[config.mk]
export PLATFORM = sky130hd
export DESIGN_NAME = time_set_controller
export DESIGN_NICKNAME = d
export VERILOG_FILES = /design/src/rtl/time_pkg.sv /design/src/rtl/time_set_controller_button_debounce.sv /design/src/rtl/time_set_controller.sv
export SDC_FILE = /design/constraint.sdc
export NUM_CORES = 1
export LEC_CHECK = 0
export BUFFER_PORTS_ARGS = -buffer_cell sky130_fd_sc_hd__buf_2
export CAP_MARGIN = 20
export CORE_MARGIN = 2
export CORE_UTILIZATION = 28
export DETAILED_ROUTE_END_ITERATION = 16
export SLEW_MARGIN = 25
export SYNTH_ARGS = -nofsm -noshare
export SYNTH_HDL_FRONTEND = slang
export SYNTH_SLANG_ARGS = --single-unit
[constraint.sdc]
create_clock -name clk -period 2.26 [get_ports clk]
set_input_delay 0.339 -clock clk [delete_from_list [all_inputs] [get_ports clk]]
set_output_delay 0.339 -clock clk [all_outputs]
set_load 0.02 [all_outputs]
[src/rtl/time_pkg.sv]
// Shared field widths, encodings and BCD time-of-day arithmetic for the
// time-of-day controller and its display-side interface.
package time_pkg;

  localparam int SEC_U_W = 4;
  localparam int SEC_D_W = 3;
  localparam int MIN_U_W = 4;
  localparam int MIN_D_W = 3;
  localparam int HRS_U_W = 4;
  localparam int HRS_D_W = 2;

  localparam int MAX_HRS_D        = 2;
  localparam int MAX_HRS_U_AT_2   = 3;
  localparam int MAX_TENS_MIN_SEC = 5;

  typedef enum logic [1:0] {
    EDIT_NONE = 2'd0,
    EDIT_HRS  = 2'd1,
    EDIT_MIN  = 2'd2
  } edit_t;

  typedef enum logic [1:0] {
    RUN,
    SET_HRS,
    SET_MIN
  } state_t;

  typedef struct packed {
    logic [HRS_D_W-1:0] hrs_d;
    logic [HRS_U_W-1:0] hrs_u;
    logic [MIN_D_W-1:0] min_d;
    logic [MIN_U_W-1:0] min_u;
    logic [SEC_D_W-1:0] sec_d;
    logic [SEC_U_W-1:0] sec_u;
  } tod_t;

  function automatic tod_t inc_hours(tod_t t);
    tod_t r;
    r = t;
    if (t.hrs_d == HRS_D_W'(MAX_HRS_D) && t.hrs_u == HRS_U_W'(MAX_HRS_U_AT_2)) begin
      r.hrs_d = '0;
      r.hrs_u = '0;
    end else if (t.hrs_u == HRS_U_W'(9)) begin
      r.hrs_u = '0;
      r.hrs_d = t.hrs_d + HRS_D_W'(1);
    end else begin
      r.hrs_u = t.hrs_u + HRS_U_W'(1);
    end
    return r;
  endfunction

  // Minutes wrap 59->00 on their own; callers decide whether hours carry.
  function automatic tod_t inc_minutes(tod_t t);
    tod_t r;
    r = t;
    if (t.min_u == MIN_U_W'(9)) begin
      r.min_u = '0;
      r.min_d = (t.min_d == MIN_D_W'(MAX_TENS_MIN_SEC)) ? '0 : t.min_d + MIN_D_W'(1);
    end else begin
      r.min_u = t.min_u + MIN_U_W'(1);
    end
    return r;
  endfunction

  function automatic tod_t next_second(tod_t t);
    tod_t r;
    r = t;
    if (t.sec_u != SEC_U_W'(9)) begin
      r.sec_u = t.sec_u + SEC_U_W'(1);
    end else begin
      r.sec_u = '0;
      if (t.sec_d != SEC_D_W'(MAX_TENS_MIN_SEC)) begin
        r.sec_d = t.sec_d + SEC_D_W'(1);
      end else begin
        r.sec_d = '0;
        if (t.min_u == MIN_U_W'(9) && t.min_d == MIN_D_W'(MAX_TENS_MIN_SEC)) begin
          r.min_u = '0;
          r.min_d = '0;
          r = inc_hours(r);
        end else begin
          r = inc_minutes(r);
        end
      end
    end
    return r;
  endfunction

endpackage

[src/rtl/time_set_controller_button_debounce.sv]
// Two-flop synchronizer, stability-count debouncer and rising-edge press
// pulse for one raw push button.
module button_debounce #(
  parameter int DEBOUNCE_CYCLES = 315_000
) (
  input  logic clk,
  input  logic reset_n,
  input  logic btn_raw,
  output logic pressed
);

  localparam int CNT_W = $clog2(DEBOUNCE_CYCLES + 1);

  logic             sync1_q, sync2_q;
  logic             level_q, level_d;
  logic             pressed_q, pressed_d;
  logic [CNT_W-1:0] cnt_q, cnt_d;

  // Any cycle where the synchronized input agrees with the level restarts the count.
  always_comb begin
    level_d   = level_q;
    pressed_d = 1'b0;
    cnt_d     = '0;
    if (sync2_q != level_q) begin
      if (cnt_q == CNT_W'(DEBOUNCE_CYCLES - 1)) begin
        level_d   = sync2_q;
        pressed_d = sync2_q;
      end else begin
        cnt_d = cnt_q + CNT_W'(1);
      end
    end
  end

  always_ff @(posedge clk) begin
    if (!reset_n) begin
      sync1_q   <= 1'b0;
      sync2_q   <= 1'b0;
      level_q   <= 1'b0;
      pressed_q <= 1'b0;
      cnt_q     <= '0;
    end else begin
      sync1_q   <= btn_raw;
      sync2_q   <= sync1_q;
      level_q   <= level_d;
      pressed_q <= pressed_d;
      cnt_q     <= cnt_d;
    end
  end

  assign pressed = pressed_q;

endmodule

[src/rtl/time_set_controller.sv]
// HH:MM:SS time-of-day keeper with 1 Hz prescaler and a two-button
// set-hours / set-minutes mode, feeding the VGA clock display datapath.
module time_set_controller
  import time_pkg::*;
#(
  parameter int          CLK_HZ          = 31_500_000,
  parameter int          DEBOUNCE_CYCLES = 315_000,
  parameter logic [7:0]  RST_HRS         = 8'h19,
  parameter logic [7:0]  RST_MIN         = 8'h38
) (
  input  logic               clk,
  input  logic               reset_n,
  input  logic               btn_mode,
  input  logic               btn_inc,
  output logic [SEC_U_W-1:0] sec_u,
  output logic [SEC_D_W-1:0] sec_d,
  output logic [MIN_U_W-1:0] min_u,
  output logic [MIN_D_W-1:0] min_d,
  output logic [HRS_U_W-1:0] hrs_u,
  output logic [HRS_D_W-1:0] hrs_d,
  output logic [1:0]         edit_field,
  output logic               blink,
  output logic               tick_1hz
);

  localparam int              PS_W    = $clog2(CLK_HZ + 1);
  localparam logic [PS_W-1:0] PS_LAST = PS_W'(CLK_HZ - 1);
  localparam logic [PS_W-1:0] PS_HALF = PS_W'(CLK_HZ / 2);
  localparam tod_t RST_TOD = '{hrs_d: RST_HRS[5:4], hrs_u: RST_HRS[3:0],
                               min_d: RST_MIN[6:4], min_u: RST_MIN[3:0],
                               sec_d: '0, sec_u: '0};

  logic [1:0] btn_raw, press;
  assign btn_raw = {btn_inc, btn_mode};

  for (genvar gi = 0; gi < 2; gi++) begin : g_btn
    button_debounce #(.DEBOUNCE_CYCLES(DEBOUNCE_CYCLES)) u_db (
      .clk     (clk),
      .reset_n (reset_n),
      .btn_raw (btn_raw[gi]),
      .pressed (press[gi])
    );
  end

  logic mode_p, inc_p;
  assign mode_p = press[0];
  assign inc_p  = press[1];

  state_t          state_q, state_d;
  tod_t            tod_q, tod_d;
  logic [PS_W-1:0] presc_q, presc_d;
  edit_t           edit_q, edit_d;
  logic            blink_q, blink_d;
  logic            tick_q, tick_d;
  logic            wrap;

  always_comb begin
    wrap    = (presc_q == PS_LAST);
    presc_d = wrap ? '0 : presc_q + PS_W'(1);
    state_d = state_q;
    tod_d   = tod_q;
    tick_d  = 1'b0;
    case (state_q)
      RUN: begin
        if (wrap) tod_d = next_second(tod_q);
        // Leaving RUN suppresses the tick so it never shows up in a SET state.
        if (mode_p) state_d = SET_HRS;
        else        tick_d  = wrap;
      end
      SET_HRS: begin
        if (mode_p)     state_d = SET_MIN;
        else if (inc_p) tod_d   = inc_hours(tod_q);
      end
      SET_MIN: begin
        if (mode_p) begin
          state_d     = RUN;
          tod_d.sec_u = '0;
          tod_d.sec_d = '0;
          presc_d     = '0;
        end else if (inc_p) begin
          tod_d = inc_minutes(tod_q);
        end
      end
      default: state_d = RUN;
    endcase
    case (state_d)
      SET_HRS: edit_d = EDIT_HRS;
      SET_MIN: edit_d = EDIT_MIN;
      default: edit_d = EDIT_NONE;
    endcase
    // Built from next-state values so blink lines up with the visible prescaler count.
    blink_d = (state_d != RUN) && (presc_d >= PS_HALF);
  end

  always_ff @(posedge clk) begin
    if (!reset_n) begin
      state_q <= RUN;
      tod_q   <= RST_TOD;
      presc_q <= '0;
      edit_q  <= EDIT_NONE;
      blink_q <= 1'b0;
      tick_q  <= 1'b0;
    end else begin
      state_q <= state_d;
      tod_q   <= tod_d;
      presc_q <= presc_d;
      edit_q  <= edit_d;
      blink_q <= blink_d;
      tick_q  <= tick_d;
    end
  end

  assign sec_u      = tod_q.sec_u;
  assign sec_d      = tod_q.sec_d;
  assign min_u      = tod_q.min_u;
  assign min_d      = tod_q.min_d;
  assign hrs_u      = tod_q.hrs_u;
  assign hrs_d      = tod_q.hrs_d;
  assign edit_field = edit_q;
  assign blink      = blink_q;
  assign tick_1hz   = tick_q;

endmodule

### After elaboration in Yosys (flattened, before gate mapping)

Index checks and enable logic that the tools add are counted.

| word-level totals | value |
|---|---|
| register bits | 97 |
| output and inout port bits | 24 |

| operators by class | value |
|---|---|
| add/sub/neg operators | 9 |
| magnitude comparators | 1 |
| equality and inequality tests | 25 |
| multiplexer cells | 27 |
| bitwise logic cells | 6 |
| reduce and logical (&&, ||, !) cells | 18 |

Operators by type and width:

| operator | count |
|---|---|
| $mux W20 | 4 |
| $mux W25 | 3 |
| $pmux W20 S3 | 1 |
| $add A19 B1 Y19 const B | 2 |
| $eq A19 B19 Y1 const B | 2 |
| $mux W13 | 2 |
| $add A25 B1 Y25 const B | 1 |
| $eq A25 B25 Y1 const B | 1 |
| $ge A25 B24 Y1 const B | 1 |
| $mux W16 | 1 |
| $mux W4 | 4 |
| $mux W14 | 1 |
| $add A4 B1 Y4 const B | 3 |
| $ne A2 B2 Y1 const B | 6 |
| $mux W3 | 3 |
| $reduce_or A3 Y1 | 3 |
| $eq A4 B4 Y1 const B | 2 |
| $mux W2 | 4 |
| $reduce_and A8 Y1 | 1 |
| $mux W7 | 1 |
| $reduce_and A7 Y1 | 1 |
| $add A3 B1 Y3 const B | 2 |
| $eq A2 B2 Y1 const B | 3 |
| $mux W6 | 1 |
| 18 further kinds | 33 |

### Logic depth before layout (Yosys ltp)

Gate-level depths: netlist of run 1.

| depth | value |
|---|---|
| depth after elaboration | 8 |
| depth in mapped cells | 9 |

### By module

A second synthesis of run 1 with hierarchy kept.

| second synthesis, totals | value |
|---|---|
| cells, all modules | 567 |
| area total of the unflattened synthesis | 4815.9 um^2 |

Modules (own cells, without submodules):

| module | times used | cells an instance | area an instance (um^2) |
|---|---|---|---|
| time_set_controller | 1 | 337 | 2824.0 |
| button_debounce | 2 | 115 | 996.0 |

### Least setup slack after synthesis of run 1

OpenSTA, ideal clock, no wires.

| timing | value |
|---|---|
| kind | register -> register |
| start | register presc_q[0] |
| end | register blink_q, in the netlist blink |
| library setup time | 0.069 ns |
| arrival time | 2.313 ns |
| path slack | -0.122 ns |
| stages on the path, launching flop included | 9 |
| clock period less this slack | 2.382 ns |
| cell sequence | dfxtp_1 -> ha_1 -> nand4_1 -> or4_1 -> buf_2 -> or3_4 -> a2111oi_4 -> nand4_1 -> o21ai_1 |

| between the ends | value |
|---|---|
| cells in the longest elaborated chain, start to end | 6 |

RTL lines:

| element | RTL line | text |
|---|---|---|
| from (decl) | time_set_controller.sv:51 | `logic [PS_W-1:0] presc_q, presc_d;` |
| from (signal assigned) | time_set_controller.sv:106 | `presc_q <= presc_d;` |
| $add A25 B1 Y25 or $eq A25 B25 Y1 (tied branches) | time_set_controller.sv:59, time_set_controller.sv:58 |  |
| $mux W25 * | time_set_controller.sv:59 | `presc_d = wrap ? '0 : presc_q + PS_W'(1);` |
| $mux W25 | time_set_controller.sv:75 | `if (mode_p) begin` |
| $mux W25 * | time_set_controller.sv:63 | `case (state_q)` |
| $ge A25 B24 Y1 * | time_set_controller.sv:92 | `blink_d = (state_d != RUN) && (presc_d >= PS_HALF);` |
| $logic_and A1 B1 Y1 * | time_set_controller.sv:92 |  |
| to (signal assigned) | time_set_controller.sv:108 | `blink_q <= blink_d;` |
| to (decl) | time_set_controller.sv:53 | `logic blink_q, blink_d;` |

Mark *: on every way between the ends. The rest lies on a longest branch, timed or not.
A chain may end at the register's enable or synchronous reset.

### Final worst setup path of run 1

| timing | value |
|---|---|
| start | register presc_q[1] |
| end | register tod_q, in the netlist min_d[1] |

| between the ends | value |
|---|---|
| cells in the longest elaborated chain, start to end | 3 |

RTL lines:

| element | RTL line | text |
|---|---|---|
| $eq A25 B25 Y1 | time_set_controller.sv:58 | `wrap = (presc_q == PS_LAST);` |
| $ne A2 B2 Y1 (no source line) | - |  |
| $reduce_and A7 Y1 (no source line) | - |  |
| to (signal assigned) | time_set_controller.sv:105 | `tod_q <= tod_d;` |
| to (decl) | time_set_controller.sv:50 | `tod_t tod_q, tod_d;` |

Every way passes these cells.

==> results of run 1 <==
## cells in the final DEF, fill, tap and decap left out, types with 15 or more instances in the layout
| cell | n |
|---|---|
| nor2_1 | 80 |
| buf_2 | 27 |
| inv_1 | 22 |
| dfxtp_1 | 94 |
| and3_1 | 15 |
| xor2_1 | 30 |
| buf_4 | 53 |
| nor3_1 | 18 |
| nand3_1 | 33 |
| nand2_1 | 40 |
| xnor2_1 | 28 |
## routing by layer
metal / part of all wire (%) / global-route usage (%)
met1: 48 / 15.11
met2: 48 / 19.80
met3: 3.2 / 3.957
met4: 0.83 / 3.546
met5: 0 / 0
## worst max-delay path, delay by kind of cell (launching register included)
kind	cells	cell delay [ps]
adder cells (fa/ha/maj)	1	130
flip-flops	1	350
AO/OA/AOI/OAI	2	270
AND/OR/NAND/NOR	4	1420
## registers in the layout (all words and copies together) (netlist names)
register            cells
g_btn.u_db.cnt_q       38
sec_d                   3
min_d                   3
g_btn.u_db.sync1_q      2
blink                   1
hrs_d                   2
g_btn.u_db.pressed      2
tick_1hz                1
hrs_u                   4
g_btn.u_db.level_q      2
presc_q                25
state_q                 2
min_u                   4
edit_field              2
sec_u                   4
g_btn.u_db.sync2_q      2
## where the power goes
| group | switching [uW] | internal, uW | total [uW] |
|---|---|---|---|
| logic | 34.6 | 25.3 | 59.9 |
| registers | 6.56 | 1720 | 1720 |
| clock network | 677 | 858 | 1530 |
## area by class of cell
type / count / area, um^2 / share of cell area, %
Multi-Input combinational cell: 413 / 2708 / 46.19
Tap cell: 220 / 275.3 / 4.696
Sequential cell: 97 / 1946 / 33.19
Timing Repair Buffer: 82 / 555.5 / 9.477
Clock inverter: 7 / 70.07 / 1.195
Clock buffer: 9 / 225.2 / 3.842
Inverter: 22 / 82.58 / 1.409
## worst paths after layout
check	cells past startpoint	startpoint	slack, ps	end
max	7	presc_q[1]	10	min_d[1]
min	2	btn_mode	220	g_btn[0].u_db.sync1_q
max reg2reg	7	presc_q[1]	10	min_d[1]
min reg2reg	1	g_btn[0].u_db.sync1_q	430	g_btn[0].u_db.sync2_q
## kinds of logic after synthesis
kind of cell	Yosys count	synth area share, %
adders and majority gates	14	3.716
and+or+nand+nor	269	29.43
xor gates and xnor gates	58	10.78
AOI/OAI and AO/OA	67	10.24
muxes	5	1.062
DFF	97	41.19
buffers and inverters	43	3.583
## metrics by stage
stage                     power, uW  instance area [um^2]  instances
after floorplan                1795                  4731        553
after global placement         1822                  5416        828
after detailed placement       1821                  5416        828
after CTS                      3380                  5764        846
after global routing           3448                  5862        850
final                          3319                  5862        850
## timing repair
action,CTS,global route
hold buffers,0,0
resized for setup,11,12
pin swaps,3,11
endpoints found under the setup margin,17,17
setup buffers,2,4
==> metrics, run 1 <==
Post-Syn Nets between 500 and 600; GRT overflow 0; Critical Path RT 2540 ps; Antenna Nets Post-Route 0; WL/cell 12.16 um; top cells by count, synth dfxtp_1, nor2_1, nand2_1; Avg Cell Area, Syn 8.525 um^2; share of layout cells above drive strength 1 19.05%; worst-path cell chain ha_4 > nand4_1 > or4_4 > nor3_4 > o21ai_4 > or4_4 > o211ai_1; critical path fanouts, max 6; clock sinks 97; top_reg_cell synth dfxtp_1; std cell rows 47; worst min path class input port to flop; pre-CTS setup slack -183.0 ps; # port buffers 27; status finished, final reports clean; die width 133.8 um; Final nets 643; Arr. time, crit path between 2000 and 3000 ps; num ports 28; die area 0.01789 mm^2; hold_ws 216.0 ps; fraction of registers with async set/reset 0%; worst-margin pin slew 635.3 ps; worst setup path category flop to flop; Worst Setup Start Kind flop; Pre-antenna DRT Iters 4; Longest Clk Path Bufs 2; Inserted Clock Buffers 9; Worst IR Drop VDD around 0.35 mV; initial antenna violation count 0; top-area cell type share of the netlist area 41.19%; power per cell area ~570 mW/mm^2; Util after Layout 35.47%; Filler cells 1,700; Max Slew Vio Count 0; Detail Placement HPWL 7.311 mm; synthesized area 0.004715 mm^2; Fin. Hold Viols 0; CTS root buffer clkbuf_16; H-Tree Depth 3; slowest stage cell, crit path or4_4; clk_lat worst skew 350 ps; GRT Util Overall about an eighth; Post-synth EDFFs 0; Setup crit end kind flop; Worst-path clk slew 70 ps; CORE AREA 0.01652 mm^2; TritonCTS clock tree built; die span in y 133.8 um; antenna cells 0; Synth warnings 0; Seq/Total Area, Yosys 41.19%; largest net degree at the start of global routing 39; DR vias 3,968; initial drt markers 137; Max-Cap Viols 0; final WL 10.34 mm; FF+latch count, synth 97; final setup vio count 0; vias per cell 4.668; Layout area overhead 24.34%; Post-route DRC 0; Tcrit/Tclk final 99.44%; vias in the first global route 3,804; most used cell, CP or4_4; Min Clock Period, post-route ~2200 ps; Slew headroom 56.98%; Critical Path Max Stage Delay about 500 ps; post-synth top area cell dfxtp_1; Synth area leaders dfxtp_1, nor2_1, xor2_1; static leakage about 0.0021 uW; number of library cell types mapped by synthesis 53; f_max 0.4450 GHz; gpl congestion 0.8335; most used standard cell by instance count after synthesis dfxtp_1; first-pass GRT wire length 17.55 mm; Worst Setup Slack, final 12.68 ps; clk_skew 7.831 ps; Post-Syn Instances 553; unrepaired setup endpoints after global routing yes; initial core utilization 28.53%; Setup TNS 0 ps
Power figures use the tool's default switching activity.
==> inputs of run 2 (changes only) <==
--- a/config.mk
+++ b/config.mk
@@ -8,8 +8,10 @@
 export BUFFER_PORTS_ARGS = -buffer_cell sky130_fd_sc_hd__buf_2
 export CAP_MARGIN = 20
 export CORE_MARGIN = 2
-export CORE_UTILIZATION = 28
+export CORE_UTILIZATION = 55
 export DETAILED_ROUTE_END_ITERATION = 16
+export PLACE_DENSITY = 0.76
+export RECOVER_POWER = 25
 export SLEW_MARGIN = 25
 export SYNTH_ARGS = -nofsm -noshare
 export SYNTH_HDL_FRONTEND = slang
==> run 2 against run 1 <==
  * Global-route usage up 10 points
  * First-iteration DRC count up 65%
  * Die area down 48%
  * Utilization up 31 points
  * Power down 12%
  * Via count up 2.4%
  * Largest power group unchanged
  * Highest routed layer unchanged
==> metrics, run 2 (same netlist as run 1, synthesis figures left out) <==
status finished, final reports clean (unchanged); initial drt markers 226 (was 137); vias per cell 5.627 (was 4.668); Max Slew Vio Count 0 (unchanged); vias in the first global route 3,760 (was 3,804); num ports 28 (unchanged); worst min path class input port to flop (unchanged); Longest Clk Path Bufs 2 (unchanged); Filler cells 663 (was 1,700); Reg2Reg Setup Slack 10 ps (about the same); Setup crit end kind flop (unchanged); Slew headroom 60.77% (was 56.98%); H-Tree Depth 3 (unchanged); initial antenna violation count 0 (unchanged); Arr. time, crit path 2550 ps (was 2520 ps); Worst IR Drop VDD 0.4370 mV (was 0.3472 mV); Worst Setup Start Kind flop (unchanged); static leakage 0.001937 uW (was 0.002129 uW); hold-critical path depth 2 (unchanged); Worst-path clk slew 90 ps (was 70 ps); clk_lat worst skew 360 ps (was 350 ps); final setup vio count 0 (unchanged); Tcrit/Tclk final 99.49% (was 99.44%); Min Clock Period, post-route 2249 ps (was 2247 ps); Logic pwr share 2.0% (was 1.8%); hold_ws 180.8 ps (was 216.0 ps); std cell rows 33 (was 47); worst r2r dst hrs_d[1] (was min_d[1]); gpl congestion 0.8461 (was 0.8335); WHS Endpoint g_btn[0].u_db.sync1_q (unchanged); share of layout cells above drive strength 1 14.59% (was 19.05%); Layout area overhead 16.85% (was 24.34%); clk_skew 8.584 ps (was 7.831 ps); clock network fraction of design power 39.1% (was 46.2%); GRT overflow 0 (unchanged); final WL 9.966 mm (was 10.34 mm); worst setup path category flop to flop (unchanged); Final nets 630 (was 643); first-pass GRT wire length 16.57 mm (was 17.55 mm); DR vias 4,063 (was 3,968); switching power total 643.0 uW (was 718.1 uW); Pre-antenna DRT Iters 4 (unchanged); Post-route DRC 0 (unchanged); CTS root buffer clkbuf_8 (was clkbuf_16); sequential share of power 58.8% (was 52.0%); Max-Cap Viols 0 (unchanged); Worst R2R Path Depth 8 (was 7); Int Pwr 2287 uW (was 2601 uW); # port buffers 27 (unchanged); Detail Placement HPWL 6.800 mm (was 7.311 mm); Reg with most FFs g_btn.u_db.cnt_q (unchanged); die span in y 96.59 um (was 133.8 um); final instance area 0.005509 mm^2 (was 0.005862 mm^2); Fin. Hold Viols 0 (unchanged); top flop regs g_btn.u_db.cnt_q: 38 flops, presc_q: 25 flops (unchanged); worst-margin pin slew 579.3 ps (was 635.3 ps); hold_buf cts 0 (unchanged); unrepaired setup endpoints after global routing yes (unchanged); WL/cell 13.80 um (was 12.16 um); initial core utilization 57.09% (was 28.53%); antenna cells 0 (unchanged); GRT Util Overall 22.39% (was 12.07%); switching portion of total power 21.95% (was 21.64%); non-filler cells, final 722 (was 850); Post-DP Area 0.005210 mm^2 (was 0.005416 mm^2); commonest cells after routing, fill and taps aside dfxtp_1, nor2_1, nand2_1, buf_4, nand3_1 (was dfxtp_1, nor2_1, buf_4, nand2_1, nand3_1); Critical Path RT 2560 ps (was 2540 ps); power per cell area 531.8 mW/mm^2 (was 566.2 mW/mm^2); largest net degree at the start of global routing 39 (unchanged); Inserted Clock Buffers 9 (unchanged); critical path fanouts, max 5 (was 6); dpl cells 703 (was 828); Hold Crit Start btn_mode (unchanged); max reg flops 38 (unchanged); die width 96.59 um (was 133.8 um); CORE AREA 0.008258 mm^2 (was 0.01652 mm^2); f_max 0.4447 GHz (was 0.4450 GHz); Antenna Nets Post-Route 0 (unchanged); clock sinks 97 (unchanged); die area 0.009329 mm^2 (was 0.01789 mm^2); TritonCTS clock tree built (unchanged); commonest non-fill, non-tap cell in the layout dfxtp_1 (unchanged); reg2reg start presc_q[1] (unchanged)
==> run 2: how the worst max path moves through the flow <==
stage                     slack (ps)  endpoint       start
after floorplan                   10  hrs_d[0]  presc_q[1]
after global placement           -30  min_d[1]  presc_q[1]
after detailed placement        -120  hrs_u[1]    min_u[1]
after CTS                        -20     blink  presc_q[1]
after global routing            -120  min_d[1]  presc_q[1]
final                             10  hrs_d[1]  presc_q[1]
==> run 2: per-stage QoR <==
stage / TNS (ps) / setup WS [ps] / util (%) / total power, uW
4_1_cts: -21.53 / -17.66 / 66.30 / 2957
3_5_place_dp: -892.7 / -116.5 / 63.09 / 1821
5_1_grt: -821.5 / -123.2 / 66.71 / 3037
2_1_floorplan: 0 / 12.25 / - / 1795
3_3_place_gp: -43.00 / -27.16 / 63.09 / 1819
6_report: 0 / 11.46 / 66.71 / 2930
==> run 2: repair_timing <==
action / in CTS / in global routing
endpoints found under the setup margin: 15 / 18
setup buffers: 1 / 2
resized for setup: 13 / 12
pin swaps: 9 / 5
==> run 2: area by class of cell <==
class                   count  area (um^2)  area share (%)
well taps                 105        131.4           2.385
inverters                  22        82.58           1.499
clock inverters             6        67.56           1.226
flip-flops and latches     97         1949           35.38
multi-input cells         413         2701           49.03
clock buffers              10        137.6           2.498
repair buffers             69        439.2           7.972
==> run 2: layer usage <==
metal	track usage (%)	share of wire, %	routed length [um]
met1	28.98	45	4481
met2	36.40	49	4852
met3	3.957	4.3	433
met4	10.33	2.0	198
met5	0	0	0
==> run 2: power groups by stage <==
stage          clock network (uW)  registers (uW)  logic (uW)
2_1_floorplan                   0            1760        32.8
3_3_place_gp                    0            1760        57.4
3_5_place_dp                    0            1760        58.9
4_1_cts                      1170            1720        60.3
5_1_grt                      1240            1730        67.1
6_report                     1150            1720        59.6
==> run 2: critical path, cell delays in order (launching register included) <==
cell and delay (ps):
dfxtp_2 360, ha_4 140, nand4_1 140, buf_4 180, or4_4 430, nor3_4 170
o21ai_2 120, or4b_1 510, a21boi_1 140
